<file path="src/rtl/baud_ctrl.sv">
// Baud-rate tick generator: one tick per divisor period, optional half-length
// first period for start-bit centring, and divisor changes applied only on period boundaries.
module baud_ctrl #(
  parameter int unsigned DIV_RST = 2500,
  parameter int unsigned TCNT_W  = 16
) (
  input  logic              clk,
  input  logic              res_n,
  input  logic              start,
  input  logic              stop,
  input  logic              align,
  input  logic              cfg_req,
  input  logic [31:0]       cfg_div,
  output logic              cfg_busy,
  output logic              cfg_ack,
  output logic              tick,
  output logic              clk_out,
  output logic              running,
  output logic [TCNT_W-1:0] tick_cnt,
  output logic [1:0]        state_dbg
);

  // Config handshake: cfg_req is a single-cycle request accepted only while
  // cfg_busy is low; cfg_busy stays high until the divisor takes effect, which
  // is signalled by a one-cycle cfg_ack. Requests seen while busy are dropped.

  typedef enum logic [1:0] {
    S_IDLE  = 2'd0,
    S_ALIGN = 2'd1,
    S_RUN   = 2'd2
  } state_e;

  localparam logic [TCNT_W-1:0] TCNT_ONE = 1;

  state_e              state_q, state_d;
  logic [31:0]         cnt_q, cnt_d;
  logic [31:0]         div_q, div_d;
  logic [31:0]         pend_q, pend_d;
  logic                busy_q, busy_d;
  logic                ack_q, ack_d;
  logic                tick_q, tick_d;
  logic                clk_out_q, clk_out_d;
  logic [TCNT_W-1:0]   tick_cnt_q, tick_cnt_d;
  logic                running_q;
  logic [31:0]         half_div;
  logic                period_end;
  logic                load_ok;

  function automatic logic [31:0] clamp_div(input logic [31:0] d);
    return (d < 32'd2) ? 32'd2 : d;
  endfunction

  assign half_div   = {1'b0, div_q[31:1]};
  assign period_end = (state_q == S_ALIGN) ? (cnt_q == half_div - 32'd1)
                                           : (cnt_q == div_q - 32'd1);

  always_comb begin
    state_d    = state_q;
    cnt_d      = cnt_q;
    div_d      = div_q;
    pend_d     = pend_q;
    busy_d     = busy_q;
    ack_d      = 1'b0;
    tick_d     = 1'b0;
    clk_out_d  = clk_out_q;
    tick_cnt_d = tick_cnt_q;
    load_ok    = 1'b0;

    if (cfg_req && !busy_q) begin
      pend_d = cfg_div;
      busy_d = 1'b1;
    end

    unique case (state_q)
      S_IDLE: begin
        cnt_d   = '0;
        load_ok = busy_q;
        if (start && !stop) begin
          tick_cnt_d = '0;
          state_d    = align ? S_ALIGN : S_RUN;
        end
      end
      S_ALIGN, S_RUN: begin
        if (stop) begin
          state_d   = S_IDLE;
          cnt_d     = '0;
          clk_out_d = 1'b0;
          load_ok   = busy_q;
        end else if (period_end) begin
          // A pending divisor lands exactly on the period boundary.
          tick_d     = 1'b1;
          cnt_d      = '0;
          clk_out_d  = ~clk_out_q;
          tick_cnt_d = tick_cnt_q + TCNT_ONE;
          state_d    = S_RUN;
          load_ok    = busy_q;
        end else begin
          cnt_d = cnt_q + 32'd1;
        end
      end
      default: state_d = S_IDLE;
    endcase

    if (load_ok) begin
      div_d  = clamp_div(pend_q);
      busy_d = 1'b0;
      ack_d  = 1'b1;
    end
  end

  always_ff @(posedge clk) begin
    if (!res_n) begin
      state_q    <= S_IDLE;
      cnt_q      <= '0;
      div_q      <= clamp_div(32'(DIV_RST));
      pend_q     <= '0;
      busy_q     <= 1'b0;
      ack_q      <= 1'b0;
      tick_q     <= 1'b0;
      clk_out_q  <= 1'b0;
      tick_cnt_q <= '0;
      running_q  <= 1'b0;
    end else begin
      state_q    <= state_d;
      cnt_q      <= cnt_d;
      div_q      <= div_d;
      pend_q     <= pend_d;
      busy_q     <= busy_d;
      ack_q      <= ack_d;
      tick_q     <= tick_d;
      clk_out_q  <= clk_out_d;
      tick_cnt_q <= tick_cnt_d;
      running_q  <= (state_d != S_IDLE);
    end
  end

  assign cfg_busy  = busy_q;
  assign cfg_ack   = ack_q;
  assign tick      = tick_q;
  assign clk_out   = clk_out_q;
  assign running   = running_q;
  assign tick_cnt  = tick_cnt_q;
  assign state_dbg = state_q;

endmodule

</file>
<file path="config.mk">
export PLATFORM = sky130hd
export DESIGN_NAME = baud_ctrl
export DESIGN_NICKNAME = d
export VERILOG_FILES = /design/src/rtl/baud_ctrl.sv
export SDC_FILE = /design/constraint.sdc
export NUM_CORES = 1
export LEC_CHECK = 0
export CORE_MARGIN = 2
export CORE_UTILIZATION = 60
export CTS_CLUSTER_SIZE = 24
export DETAILED_ROUTE_END_ITERATION = 8
export HOLD_SLACK_MARGIN = 0.06
export MAX_ROUTING_LAYER = met4
export PLACE_DENSITY_LB_ADDON = 0.3
export SLEW_MARGIN = 20
export SYNTH_ARGS = -nofsm -noshare
export SYNTH_HDL_FRONTEND = slang
export SYNTH_SLANG_ARGS = --single-unit
</file>
<file path="constraint.sdc">
create_clock -name clk -period 5.7 [get_ports clk]
set_input_delay 0.57 -clock clk [delete_from_list [all_inputs] [get_ports clk]]
set_output_delay 0.57 -clock clk [all_outputs]
set_load 0.005 [all_outputs]
</file>
# --- Yosys cells after proc, flatten, opt, wreduce, memory -nomap -nowiden ---
# Index checks and enable logic that the tools add are counted.
word_totals:
  word_cells: 59
  mem_count: 0
  inputBits: 38
  reg_bits: 119
  mem_bits_rw: 0
  latch_bits: 0
  romBits: 0
  out_inout_bits: 23
op_classes:
  n_div: 0
  reduce_logical: 13
  n_eq_ne: 7
  muxes: 21
  n_bitwise: 3
  multipliers: 0
  addsub: 4
  magnitude_cmp: 1
  shift: 0
op_table:
  columns: ["cell", "n"]
  rows:
  - ["2-to-1 mux 32 bit", 3]
  - ["== test 32 bit", 2]
  - ["case mux 32 bit (2 select lines)", 1]
  - ["2-to-1 mux 16 bit", 3]
  - ["adder 32 x 1 -> 32 bit (second input constant)", 1]
  - ["less-than comparator 32 x 2 -> 1 bit (second input constant)", 1]
  - ["case mux 16 bit (2 select lines)", 1]
  - ["subtractor 31 x 1 -> 32 bit (second input constant)", 1]
  - ["subtractor 32 x 1 -> 32 bit (second input constant)", 1]
  - ["adder 16 x 1 -> 16 bit (second input constant)", 1]
  - ["2-to-1 mux 2 bit", 4]
  - ["2-to-1 mux 1 bit", 7]
  - ["!= test 2 bit (second input constant)", 3]
  - ["nonzero test 2 bit", 3]
  - ["case mux 2 bit (2 select lines)", 1]
  - ["AND reduction 4 bit", 1]
  - ["OR reduction 2 bit", 2]
  - ["inverter 1 bit", 3]
  - ["OR reduction 3 bit", 1]
  - ["== test 2 x 1 -> 1 bit (second input constant)", 1]
  - ["== test 2 bit (second input constant)", 1]
  - ["logical AND 1 bit", 2]
  - ["zero test 1 bit", 2]
  - ["zero test 2 bit", 1]
  - ["other kinds (2)", 2]

# --- Logic depth before layout (Yosys ltp) ---
depth:
  ltp_word: 7
  depth_mapped: 19
  mapped_depth_nobuf: 13

# --- Worst setup path after synthesis ---
# OpenSTA, ideal clock, no wires.
synth_timing:
  path_type: "flip-flop to flip-flop"
  start: "register state_q[0], in the netlist state_dbg[0]"
  end: "register div_q[20]"
  arrival_ns: 4.357
  stages_incl_launch_ff: 19
  setup_time_ns: 0.117
  path_buffers: 6
  period_less_slack_ns: 4.474
  required_ns: 5.583
  slack_ns: 1.226
  path_cell_list: "dfxtp_1 > ha_1 > buf_6 > buf_6 > buf_2 > buf_2 > mux2i_1 > ha_1 > nor4b_4 > nand3_1 > nor4_1 > mux2_2 > nor4b_2 > and4_4 > nand3_4 > o21a_1 > buf_6 > buf_8 > a32o_1"
synth_via:
  elab_chain_cells: 5
  word_cells_on_any_way: 8
  classes_between: "eq/ne: 2; mux: 4; reduce/logical: 2"
synth_lines:
  columns: ["element", "line_no", "rtl"]
  rows:
  - ["from (decl)", "35", "state_e state_q, state_d;"]
  - ["from (signal assigned)", "124", "state_q <= state_d;"]
  - ["== test 2 x 1 -> 1 bit", "54, 74", null]
  - ["2-to-1 mux 1 bit", "54", "assign period_end = (state_q == S_ALIGN) ? (cnt_q == half_div - 32'd1)"]
  - ["2-to-1 mux 1 bit", "89", "end else if (period_end) begin"]
  - ["2-to-1 mux 1 bit", "84", "if (stop) begin"]
  - ["case mux 1 bit (2 select lines) *", "74", "unique case (state_q)"]
  - ["to (signal assigned)", "115", "div_q <= clamp_div(32'(DIV_RST));"]
  - ["to (signal assigned)", "126", "div_q <= div_d;"]
  - ["to (decl)", "37", "logic [31:0] div_q, div_d;"]
# Every way passes the cells marked *; elsewhere a longest branch is shown, timed or not.
# A chain may end at the register's enable or synchronous reset.

# --- Final worst setup path ---
layout_timing:
  start: "register state_q[0], in the netlist state_dbg[0]"
  end: "register tick_cnt_q[5], in the netlist tick_cnt[5]"
layout_via:
  elab_chain_cells: 4
  word_cells_on_any_way: 11
  classes_between: "eq/ne: 5; mux: 2; reduce/logical: 4"
layout_lines:
  columns: ["element", "line_no", "rtl"]
  rows:
  - ["== test 2 x 1 -> 1 bit or == test 2 bit (tied branches)", "54, 74", null]
  - ["2-to-1 mux 1 bit or OR reduction 2 bit (tied branches)", "54, 74", null]
  - ["!= test 2 bit (no source line) or nonzero test 2 bit (tied branches)", null, null]
  - ["AND reduction 4 bit (no source line)", null, null]
  - ["to (signal assigned)", "132", "tick_cnt_q <= tick_cnt_d;"]
  - ["to (decl)", "43", "logic [TCNT_W-1:0] tick_cnt_q, tick_cnt_d;"]
# Several ways; a longest one is shown, not always the timed one.

==> impl.org <==
** Floorplan
- The floorplan has 41 rows.
- Die Area :: about 0.014 mm²
- Floorplan die width :: 118.5 µm
- Vertical die dimension :: 118.5 µm
- Number of ports placed on the die boundary :: 61
- In this run the standard cell core region covers 0.01272 mm².
- Once the floorplan was initialized, standard cells occupied just over 60% of the core.

** Power and ir drop
- Net switching is 29.58% of the power.
- The clock network accounts for between 40% and 50% of the total power.
- Register share of total power :: roughly two fifths
- Internal Pwr Total :: between 1.5 and 2 mW
- In this run, the combinational gates consume between 10% and 20% of the power.
- Power density over the cells :: 251.3 mW/mm²
- VDD sags by at most 0.2159 mV.
- For this design the static power due to leakage is roughly 3.2 nW.
- Net switching power of the design :: 0.6594 mW

** Logic synthesis
- For this run, the number of Yosys warnings is 0.
- A synthesized cell averages 7.967 µm².
- Synthesis produced a netlist with a net count of 1032.
- Post-synth top flop :: sky130_fd_sc_hd__dfxtp_1
- Most area-hungry cell type in the Yosys netlist :: sky130_fd_sc_hd__dfxtp_1
- After synthesis the cells add up to 0.007871 mm².
- Post-synthesis sequential element count :: 119
- Sequential elements use a little over 30% of the synthesized area.
- In this run, synthesis inferred 0 flip-flops with an integrated enable.
- Cells taking the most area after synthesis :: sky130_fd_sc_hd__dfxtp_1 30%, sky130_fd_sc_hd__nand2_1 8.3%, sky130_fd_sc_hd__mux2i_1 6.2%
- Counting distinct cell types in the post-synthesis netlist gives 92.
- Of all flip-flops after synthesis, the portion carrying an async set or reset was 0%.
- After synthesis, the largest area contributor takes up 30.27% of total cell area.
- In the synthesized netlist, the number of instances is 988.

** Clock network
- Number of gates given a new drive strength after cts :: 0
- TritonCTS built the clock tree.
- Clock buffers created by TritonCTS :: 17
- Clock-pin slew was measured on the worst setup and hold paths at roughly 0.060 ns.
- H-tree lvl count :: 4
- Insertion delay of the later-clocked pin in the worst-skew pair :: approximately 0.43 ns
- In this run the post-CTS setup repair buffer count came out at 0.
- Buffer levels on the longest clock path :: 2
- Post-CTS Hold Fix Bufs :: 0
- The clock drives 119 sinks.
- The root buffer cell chosen for the clock tree is sky130_fd_sc_hd__clkbuf_16.

** Place
- Weighted congestion reported at the end of routability-driven placement :: 1.019
- In this run, placement finished with an instance count of 1151.
- Number of buffers added on ports :: 60
- Summing all placed instances gives a cell area of about 0.0083 mm².
- The HPWL after detailed placement is approximately 15 mm.

** Drt
- Post-DR wirelength/cell :: 17.32 µm
- In the routed design, unresolved DRC markers number 0.
- After detailed routing, the total wire length is 20.49 mm.
- The detailed router finished its first iteration with 740 violations.
- Initial DRT Pass Iterations :: 6
- Total via count in the routed design :: 7410
- Post-detailed-route count of antenna-violating nets :: 0
- Average via count per standard cell :: 6.264

** Timing
- Sum of negative setup slack :: 0 ns
- For the finished layout, the period the worst path requires is approximately 4.6 ns.
- Final slew viol count :: 0
- On the final layout, the worst clock skew is around 0.01 ns.
- Finish-stage setup viols :: 0
- Count of final hold-check violations :: 0
- Setup repair after global routing left no endpoint under its margin.
- Hold is met by about 0.47 ns.
- The worst pin sits at a relative slew slack of approximately a third.
- At the pin with the least slew margin, the transition time is 0.9706 ns.
- Of the available clock period, the critical path in the final layout requires around four fifths.
- Achievable Freq :: 216.2 MHz

** GRT
- The initial antenna violation count was 0.
- Total track usage :: 30.47%
- The via count of the first global-routing pass came to between 6000 and 7000.
- Entering global routing, the biggest net connects 103 pins.
- The first global-routing pass estimated 33.95 mm of wire.
- Overflow left after global routing :: 0

** Critical path
- Data arrives at the worst endpoint at approximately 4.9 ns.
- Measured in cells, the most critical reg-to-reg path has a length of 12.
- Data on the critical path is required at its endpoint by about 6 ns.
- STA classifies the critical path endpoint as a flop.
- The setup check on the worst reg-to-reg path leaves a slack of 1.07 ns.
- In this run the worst path has a maximum fanout of 13.
- Type of the worst setup path :: flop to flop
- R2r endpoint :: tick_cnt[5]
- The critical path starts at state_dbg[0].
- Source of the worst register-to-register timing path :: state_dbg[0]
- The worst setup path is launched from a flop.
- Worst setup endpoint :: tick_cnt[5]

** Finish
- The layout has 1069 filler cells.
- The post-route netlist has around 7.7% of its cells at a drive strength greater than 1.
- Fraction of the core area covered by cells at the end of the flow :: 69.74%
- Total inserted antenna cells :: 0
- Compared with the post-synthesis result, the final layout area differs by 12.72%.
- Registers take 0.002382 mm².
- Final instance area :: ~0.0089 mm²
- Summing all multi-input logic gate instances after layout gives roughly 0.0050 mm².
- Post-layout nets :: 1042
- Once layout is complete, the cells apart from fillers number 1183.

** Worst hold path
- In this run the worst hold path is classified as flop to flop.

** Status
- The run finished with clean final reports.

** Flow run
- Maxcap violations :: 0
==> sequential cells by signal (all words and copies together) (netlist names) <==
register,count
cfg_busy,1
clk_out,1
tick,1
state_dbg,2
cfg_ack,1
cnt_q,32
running,1
pend_q,32
div_q,32
tick_cnt,16
==> cell usage after synthesis (5+ instances only) <==
library cell / n
sky130_fd_sc_hd__nand2_1: 175
sky130_fd_sc_hd__dfxtp_1: 119
sky130_fd_sc_hd__mux2i_1: 49
sky130_fd_sc_hd__nand3_1: 48
sky130_fd_sc_hd__nor2_1: 48
sky130_fd_sc_hd__clkbuf_1: 45
sky130_fd_sc_hd__o21ai_0: 37
sky130_fd_sc_hd__a21boi_0: 36
sky130_fd_sc_hd__nand4_1: 30
sky130_fd_sc_hd__xnor2_1: 27
sky130_fd_sc_hd__nor3_1: 25
sky130_fd_sc_hd__nor4_1: 24
sky130_fd_sc_hd__a21oi_1: 22
sky130_fd_sc_hd__and3_1: 22
sky130_fd_sc_hd__inv_1: 21
sky130_fd_sc_hd__nand2b_1: 20
sky130_fd_sc_hd__xor2_1: 19
sky130_fd_sc_hd__a32o_1: 15
sky130_fd_sc_hd__nor2b_1: 15
sky130_fd_sc_hd__a31oi_1: 14
sky130_fd_sc_hd__buf_2: 8
sky130_fd_sc_hd__or3_1: 8
sky130_fd_sc_hd__buf_6: 7
sky130_fd_sc_hd__ha_1: 6
sky130_fd_sc_hd__or4_1: 6
sky130_fd_sc_hd__a211oi_1: 5
sky130_fd_sc_hd__and2_1: 5
sky130_fd_sc_hd__and4_1: 5
sky130_fd_sc_hd__buf_1: 5
sky130_fd_sc_hd__nand3b_1: 5
sky130_fd_sc_hd__o2bb2ai_1: 5
==> per-stage QoR <==
stage               total power [mW]  setup slack (ns)
floorplan                      1.150             1.226
global placement               1.230             1.311
detailed placement             1.234             1.212
CTS                            2.231             1.185
global route                   2.316            0.7029
finish                         2.229             1.075
==> cells by family (layout without fill, tap and decap cells) <==
kind of cell               after synthesis  in the layout  synth area share (%)
xor gates and xnor gates                46             46                 5.118
buffers and inverters                   95            118                 6.295
adders and majority gates                6              6                0.9537
DFF                                    119            119                 30.27
muxes                                   53             53                 6.803
and+or+nand+nor                        475            475                 32.00
AOI/OAI and AO/OA                      194            194                 18.57
==> how the worst min path moves through the flow <==
stage / endpoint / cells after the start / from
floorplan: div_q[11] / 2 / pend_q[11]
global placement: div_q[11] / 2 / pend_q[11]
detailed placement: div_q[11] / 2 / pend_q[11]
CTS: div_q[11] / 2 / pend_q[11]
global route: div_q[22] / 2 / pend_q[22]
finish: div_q[11] / 2 / pend_q[11]
==> cell usage in the layout (no fill, tap or decap), types with 6 or more instances in the layout <==
master,n
sky130_fd_sc_hd__nand4_1,30
sky130_fd_sc_hd__xnor2_1,27
sky130_fd_sc_hd__or3_1,8
sky130_fd_sc_hd__nor4_1,24
sky130_fd_sc_hd__o21ai_0,36
sky130_fd_sc_hd__nand3_1,48
sky130_fd_sc_hd__inv_1,21
sky130_fd_sc_hd__or4_1,6
sky130_fd_sc_hd__clkbuf_16,17
sky130_fd_sc_hd__mux2i_1,49
sky130_fd_sc_hd__nor2b_1,14
sky130_fd_sc_hd__dfxtp_1,119
sky130_fd_sc_hd__a21boi_0,36
sky130_fd_sc_hd__a21oi_1,22
sky130_fd_sc_hd__and3_1,22
sky130_fd_sc_hd__a31oi_1,14
sky130_fd_sc_hd__nor3_1,25
sky130_fd_sc_hd__clkdlybuf4s50_1,59
sky130_fd_sc_hd__xor2_1,19
sky130_fd_sc_hd__a32o_1,15
sky130_fd_sc_hd__nor2_1,48
sky130_fd_sc_hd__nand2b_1,19
sky130_fd_sc_hd__nand2_1,175
==> power groups by stage <==
stage | registers (mW) | clock network (mW) | logic [mW]
after floorplan | 0.899 | 0 | 0.252
after global placement | 0.921 | 0 | 0.310
after detailed placement | 0.921 | 0 | 0.313
after CTS | 0.904 | 1.01 | 0.315
after global routing | 0.910 | 1.06 | 0.351
final | 0.906 | 1.00 | 0.321
==> worst max-delay path: stages (launching register included) <==
cell and delay, ns:
sky130_fd_sc_hd__dfxtp_1 0.42, sky130_fd_sc_hd__ha_2 0.25, sky130_fd_sc_hd__mux2i_1 0.27, sky130_fd_sc_hd__ha_1 0.29, sky130_fd_sc_hd__nor4b_4 0.53, sky130_fd_sc_hd__nand3_4 0.18, sky130_fd_sc_hd__nor4_1 0.50, sky130_fd_sc_hd__nand2_1 0.10
sky130_fd_sc_hd__nor4b_1 0.54, sky130_fd_sc_hd__nor2_1 0.21, sky130_fd_sc_hd__o31ai_2 0.82, sky130_fd_sc_hd__a31oi_1 0.17, sky130_fd_sc_hd__a41o_1 0.23
==> layout make-up <==
cell class / instances / area share, %
clock buffer: 18 / 4.950
clock inverter: 14 / 1.326
inverter: 21 / 0.8885
multi-input combinational: 774 / 56.42
sequential: 119 / 26.85
tap: 172 / 2.426
timing repair buffer: 65 / 7.136
==> routing by layer <==
layer | track usage (%) | part of all wire [%]
met5 | - | 0
met4 | 11.01 | 2.9
met3 | 6.757 | 7.3
met2 | 45.08 | 44
met1 | 40.84 | 46
Power figures use the tool's default switching activity.
